--- src/rtl/inst_fetch.sv ---
// ---------------------------------------------------------------------------
// inst_fetch
//   Fetch stage in front of the IF/ID register. It owns the PC and keeps at
//   most one instruction read in flight on a split addr/data handshake. Branch
//   and exception redirects retarget the PC, and a read that was already
//   accepted when a redirect arrived has its return discarded. A one-entry
//   buffer holds {pc, inst, exception, cause}. IF/ID samples that buffer on
//   every edge where pause[1]==0.
//
//   Optional feature macro: INST_FETCH_ADEF_EN enables the fetch alignment
//   check. A misaligned PC then produces an ADEF exception word instead of a
//   read, and fetching stops until the next redirect.
//
// Ports
//   clk, rst            clock; asynchronous active-low reset
//   pause[5:0]          pause[0] holds IF, pause[1] means IF/ID is not sampling
//   branch_flush/target branch redirect
//   exception_flush/target  exception/ertn redirect (wins over branch)
//   inst_req, inst_addr     read request (address == pc)
//   inst_addr_ok            request accepted this cycle
//   inst_data_ok, inst_rdata  read data return
//   if_pc, if_inst, if_is_exception, if_exception_cause  buffered word to IF/ID
//   if_stall_req            fetch-miss stall request
// ---------------------------------------------------------------------------
`timescale 1ns/1ps
`ifndef ExceptionCauseWidth
`define ExceptionCauseWidth 6
`endif

module inst_fetch #(
   parameter logic [31:0]                      RESET_PC   = 32'h1C000000,
   parameter logic [`ExceptionCauseWidth-1:0]  ADEF_CAUSE = 6'h08
) (
   input  logic                             clk,
   input  logic                             rst,
   input  logic [5:0]                       pause,
   input  logic                             branch_flush,
   input  logic [31:0]                      branch_target,
   input  logic                             exception_flush,
   input  logic [31:0]                      exception_target,
   output logic                             inst_req,
   output logic [31:0]                      inst_addr,
   input  logic                             inst_addr_ok,
   input  logic                             inst_data_ok,
   input  logic [31:0]                      inst_rdata,
   output logic [31:0]                      if_pc,
   output logic [31:0]                      if_inst,
   output logic                             if_is_exception,
   output logic [`ExceptionCauseWidth-1:0]  if_exception_cause,
   output logic                             if_stall_req
);

`ifdef INST_FETCH_ADEF_EN
   localparam bit ADEF_EN = 1'b1;
`else
   localparam bit ADEF_EN = 1'b0;
`endif

   typedef enum logic [1:0] {S_IDLE, S_ADDR, S_DATA, S_DRAIN} state_t;

   state_t       state, state_n;
   logic [31:0]  pc, pc_n;
   logic         buf_valid;
   logic         adef_stop, adef_stop_n;
   logic         load_mem, load_adef;
   logic         redirect;
   logic [31:0]  redirect_pc;
   logic         buf_hold;
   logic         misalign;
   logic         unused_pause;

   assign unused_pause = ^pause[5:2];

   assign redirect    = exception_flush | branch_flush;
   assign redirect_pc = exception_flush ? exception_target : branch_target;
   // Buffered word not yet taken by IF/ID: nothing may be fetched into it.
   assign buf_hold    = buf_valid & pause[1];
   assign misalign    = ADEF_EN && (pc[1:0] != 2'b00);
   assign inst_addr   = pc;

   assign if_stall_req = !buf_valid && (state != S_IDLE) && !redirect;

   always_comb begin
      state_n     = state;
      pc_n        = pc;
      load_mem    = 1'b0;
      load_adef   = 1'b0;
      inst_req    = 1'b0;
      adef_stop_n = redirect ? 1'b0 : adef_stop;
      case (state)
         S_IDLE: begin
            if (redirect) begin
               pc_n    = redirect_pc;
               state_n = S_ADDR;
            end else if (!pause[0] && !buf_hold && !adef_stop) begin
               state_n = S_ADDR;
            end
         end
         S_ADDR: begin
            inst_req = !misalign && !buf_hold;
            if (inst_req && inst_addr_ok) begin
               // Accepted together with a redirect: the return is stale.
               state_n = redirect ? S_DRAIN : S_DATA;
               if (redirect) pc_n = redirect_pc;
            end else if (redirect) begin
               pc_n = redirect_pc;
            end else if (misalign && !buf_hold) begin
               load_adef   = 1'b1;
               adef_stop_n = 1'b1;
               state_n     = S_IDLE;
            end
         end
         S_DATA: begin
            if (inst_data_ok) begin
               if (redirect) begin
                  pc_n    = redirect_pc;
                  state_n = S_ADDR;
               end else begin
                  load_mem = 1'b1;
                  pc_n     = pc + 32'd4;
                  state_n  = pause[0] ? S_IDLE : S_ADDR;
               end
            end else if (redirect) begin
               pc_n    = redirect_pc;
               state_n = S_DRAIN;
            end
         end
         S_DRAIN: begin
            if (redirect) pc_n = redirect_pc;
            if (inst_data_ok) state_n = S_ADDR;
         end
         default: state_n = S_IDLE;
      endcase
   end

   always_ff @(posedge clk or negedge rst) begin
      if (!rst) begin
         state     <= S_IDLE;
         pc        <= RESET_PC;
         adef_stop <= 1'b0;
      end else begin
         state     <= state_n;
         pc        <= pc_n;
         adef_stop <= adef_stop_n;
      end
   end

   // Output buffer. A load beats consumption on the same edge, so a word
   // arriving while the previous one is taken stays valid.
   always_ff @(posedge clk or negedge rst) begin
      if (!rst) begin
         buf_valid          <= 1'b0;
         if_pc              <= RESET_PC;
         if_inst            <= 32'h0;
         if_is_exception    <= 1'b0;
         if_exception_cause <= '0;
      end else if (redirect) begin
         buf_valid          <= 1'b0;
         if_inst            <= 32'h0;
         if_is_exception    <= 1'b0;
         if_exception_cause <= '0;
      end else if (load_mem) begin
         buf_valid          <= 1'b1;
         if_pc              <= pc;
         if_inst            <= inst_rdata;
         if_is_exception    <= 1'b0;
         if_exception_cause <= '0;
      end else if (load_adef) begin
         buf_valid          <= 1'b1;
         if_pc              <= pc;
         if_inst            <= 32'h0;
         if_is_exception    <= 1'b1;
         if_exception_cause <= ADEF_CAUSE;
      end else if (!pause[1]) begin
         buf_valid          <= 1'b0;
         if_inst            <= 32'h0;
         if_is_exception    <= 1'b0;
         if_exception_cause <= '0;
      end
   end

endmodule

--- config.mk ---
export PLATFORM = sky130hd
export DESIGN_NAME = inst_fetch
export DESIGN_NICKNAME = d
export VERILOG_FILES = /design/src/rtl/inst_fetch.sv
export SDC_FILE = /design/constraint.sdc
export NUM_CORES = 1
export LEC_CHECK = 0
export CORE_MARGIN = 2
export CORE_UTILIZATION = 42
export CTS_CLUSTER_DIAMETER = 150
export DETAILED_ROUTE_END_ITERATION = 10
export PLACE_DENSITY = 0.91
export SYNTH_ARGS = -nofsm -noshare
export SYNTH_HDL_FRONTEND = slang
export SYNTH_SLANG_ARGS = --single-unit
--- constraint.sdc ---
create_clock -name clk -period 2.6 [get_ports clk]
set_input_delay 0.52 -clock clk [delete_from_list [all_inputs] [get_ports clk]]
set_output_delay 0.52 -clock clk [all_outputs]
set_load 0.01 [all_outputs]
==> results.md <==
* Status: completed
* Maxcap violations at 0
* Crit Path Category: in2out
* Endpoints failing setup at 0
* Post-synth EDFFs at 0
* Worst EP arrival at slightly below 2 ns
* First-pass GRT wire length at between 20 and 25 mm
* Syn Std Cell Area at about 0.0046 mm2
* DP Wirelength at 10.7 mm
* Measured slew at the worst slew-check pin at 1.03 ns
* Worst path required time at 2.08 ns
* Pwr/cell area at between 600 and 700 mW/mm2
* Largest net degree at the start of global routing at 49
* Placed insts at 800
* Final period utilization at 0.952
* Io pins at between 200 and 250
* Top cells by count, synth: nand2_1, dfrtp_1, a22o_1
* Final hold violation count at 0
* DRT met1 WL at between 5 and 6 mm
* Hold buffer count at cts at 0
* Post-route DRC at 0
* Final RePlAce weighted congestion at around 0.85
* Ys async rst share at 1.00
* Final setup skew at roughly 0.011 ns
* DR iter-0 viols at about 300
* Via/cell ratio at approximately 5.3
* Die area at roughly 0.012 mm2
* Total gr overflow at 0
* WL/cell at approximately 18 um
* Wire length on met2 at just over 7 mm
* TritonRoute pass-1 iters at 5
* Initial Utilization at 0.429
* Antenna violations before repair at 0
* RSZ-0062 raised after global routing: no
* Number of global-route vias before repair at approximately 4.5k
* Seq/Total Area, Yosys at 0.534
* Share of cells above drive strength 1 at 0.0680
* Worst VDD drop at 459 uV
* Root Driver: clkbuf_8
* Yosys cell types at between 40 and 50
* Top-area cell type share of the netlist area at 0.501
* Internal power at around 0.0031 W
* CTS H-tree lvls at 3
* Slew Limit Fails at 0
* Post-CTS Resized at 0
* Routed wl met3 at approximately 1.4 mm
* Cell count after synthesis at between 400 and 500
* Psw at 0.00139 W
* Post-DRT Antenna Nets at 0
* Worst hold margin at about 0.14 ns
* # rows at 38
* Crit end category: output port
* Finished Layout Cells at approximately 800
* Sw frac at 0.312
* HP Class: in2async
* Top_reg_cell synth: dfrtp_1
* Leak pwr at about 3.1 nW
* Number of register bits inferred by synthesis at a little under 100
* Synth warn at 0
* Slew headroom at 0.312
* CTS tree: built
* Total GRT Usage at 0.244
* Ant diodes at 0
* CP Launch Type: primary input
* Count leader, synth: nand2_1
* Minimum clock period at 2.48 ns
* TritonCTS Buffers at 9
* Top layer in use: met4
* Syn-to-layout area delta at 50.7%
* Port Buf Inserts at between 200 and 250
* DR vias at between 4k and 5k
* Maximum fanout along the worst path at 2
* Clk slew on worst S/H paths at around 0.09 ns
* Clock tree buffer depth at 2
* Setup Fix Bufs, Post-CTS at 0
* Core Area at roughly 0.011 mm2
* Combinational Power Share at 0.326
* Sequential share of power at 0.459
* Worst-case reg-to-reg path depth at 6
* Avg Cell Area, Syn at between 9 and 10 um2
* # nets final at 785
* Clock power frac at 0.216
* Yosys top cell by area: dfrtp_1
* Detailed-route wire length at 14.5 mm
* Die W at about 110 um
* Worst skew pair latency at between 0.3 and 0.4 ns
* Setup TNS Final at 0 ns
* Die height at 109 um
* Top area cells in the synthesized netlist: dfrtp_1, nand2_1, a22o_1
* TritonCTS Sinks at between 90 and 100
* Achievable frequency at 0.404 GHz
cell type report:
type / count / area [um2]
sequential: 99 / 2480
tap: 140 / 175
multi-input combinational: 341 / 2000
clock buffer: 13 / 169
inverter: 5 / 18.8
fill: 880 / 3830
clock inverter: 3 / 21.3
timing repair buffer: 215 / 2140
layout by cell type (no fill, tap or decap), drive strengths merged, types with 2 or more instances in the layout:
| cell | n |
|---|---|
| clkdlybuf4s50 | 200 |
| nand2 | 126 |
| dfrtp | 93 |
| a22o | 32 |
| o21ai | 27 |
| xor2 | 16 |
| a21oi | 15 |
| buf | 15 |
| a22oi | 13 |
| clkbuf | 13 |
| nand3 | 12 |
| nor2 | 11 |
| xnor2 | 11 |
| nand4 | 11 |
| and3 | 8 |
| conb | 7 |
| and4 | 6 |
| mux2i | 6 |
| ha | 6 |
| dfstp | 6 |
| inv | 5 |
| o22ai | 5 |
| nor3 | 4 |
| and2 | 3 |
| nor2b | 3 |
| o221ai | 3 |
| or2 | 2 |
| nor4 | 2 |
| o21a | 2 |
| nand2b | 2 |
| o31ai | 2 |
| mux2 | 2 |
| clkinv | 2 |
path summary, 6_finish.rpt:
check	startpoint	end	slack, ns
min in group clk	if_pc[26]	if_pc[26]	0.46
max in group asynchronous	rst	if_pc[27]	1.70
setup reg to reg	inst_addr[2]	inst_addr[30]	0.47
hold / removal	rst	inst_addr[6]	0.14
setup / recovery	branch_flush	if_stall_req	0.12
hold reg to reg	if_pc[26]	if_pc[26]	0.46
state kept, by name, indices dropped and copies added (netlist names):
register / count
buf_valid: 1
if_inst: 32
if_pc: 32
inst_addr: 32
state: 2
metal layers:
metal | global-route usage | up-vias
met4 | 0.111 | 0
met3 | 0.0891 | 35
met2 | 0.413 | 204
met5 | 0 | -
met1 | 0.275 | 2056
li1 | - | 2020
cells by family (layout without fill, tap and decap cells):
logic type,count (synthesis),after routing,share of synthesized area
AOI/OAI and AO/OA,101,101,0.149
muxes,8,8,0.0178
other,1,7,0.000807
buffers and inverters,42,236,0.0409
DFF,99,99,0.534
and+or+nand+nor,192,192,0.190
xor gates and xnor gates,27,27,0.0509
adders and majority gates,6,6,0.0161
worst max-delay path: stages:
cell             delay (ns)
clkdlybuf4s50_1        0.41
or2_2                  0.31
nor3_1                 0.15
clkdlybuf4s50_1        0.56
metrics by stage:
stage               setup slack (ns)  instance area [um2]   util  total power, W
floorplan                      0.538                 4670      -         0.00262
global placement               0.117                 6820  0.629         0.00345
detailed placement            0.0821                 6820  0.629         0.00353
CTS                            0.120                 7010  0.646         0.00449
global route                  0.0718                 7010  0.646         0.00472
finish                         0.124                 7010  0.646         0.00447
power groups by stage:
| stage | logic [W] | registers (W) | clock network (W) |
|---|---|---|---|
| 2_1_floorplan | 0.000463 | 0.00216 | 0 |
| 3_3_place_gp | 0.00140 | 0.00205 | 0 |
| 3_5_place_dp | 0.00145 | 0.00208 | 0 |
| 4_1_cts | 0.00146 | 0.00205 | 0.000983 |
| 5_1_grt | 0.00158 | 0.00208 | 0.00106 |
| 6_report | 0.00145 | 0.00205 | 0.000962 |
(Power assumes the default switching activity.)
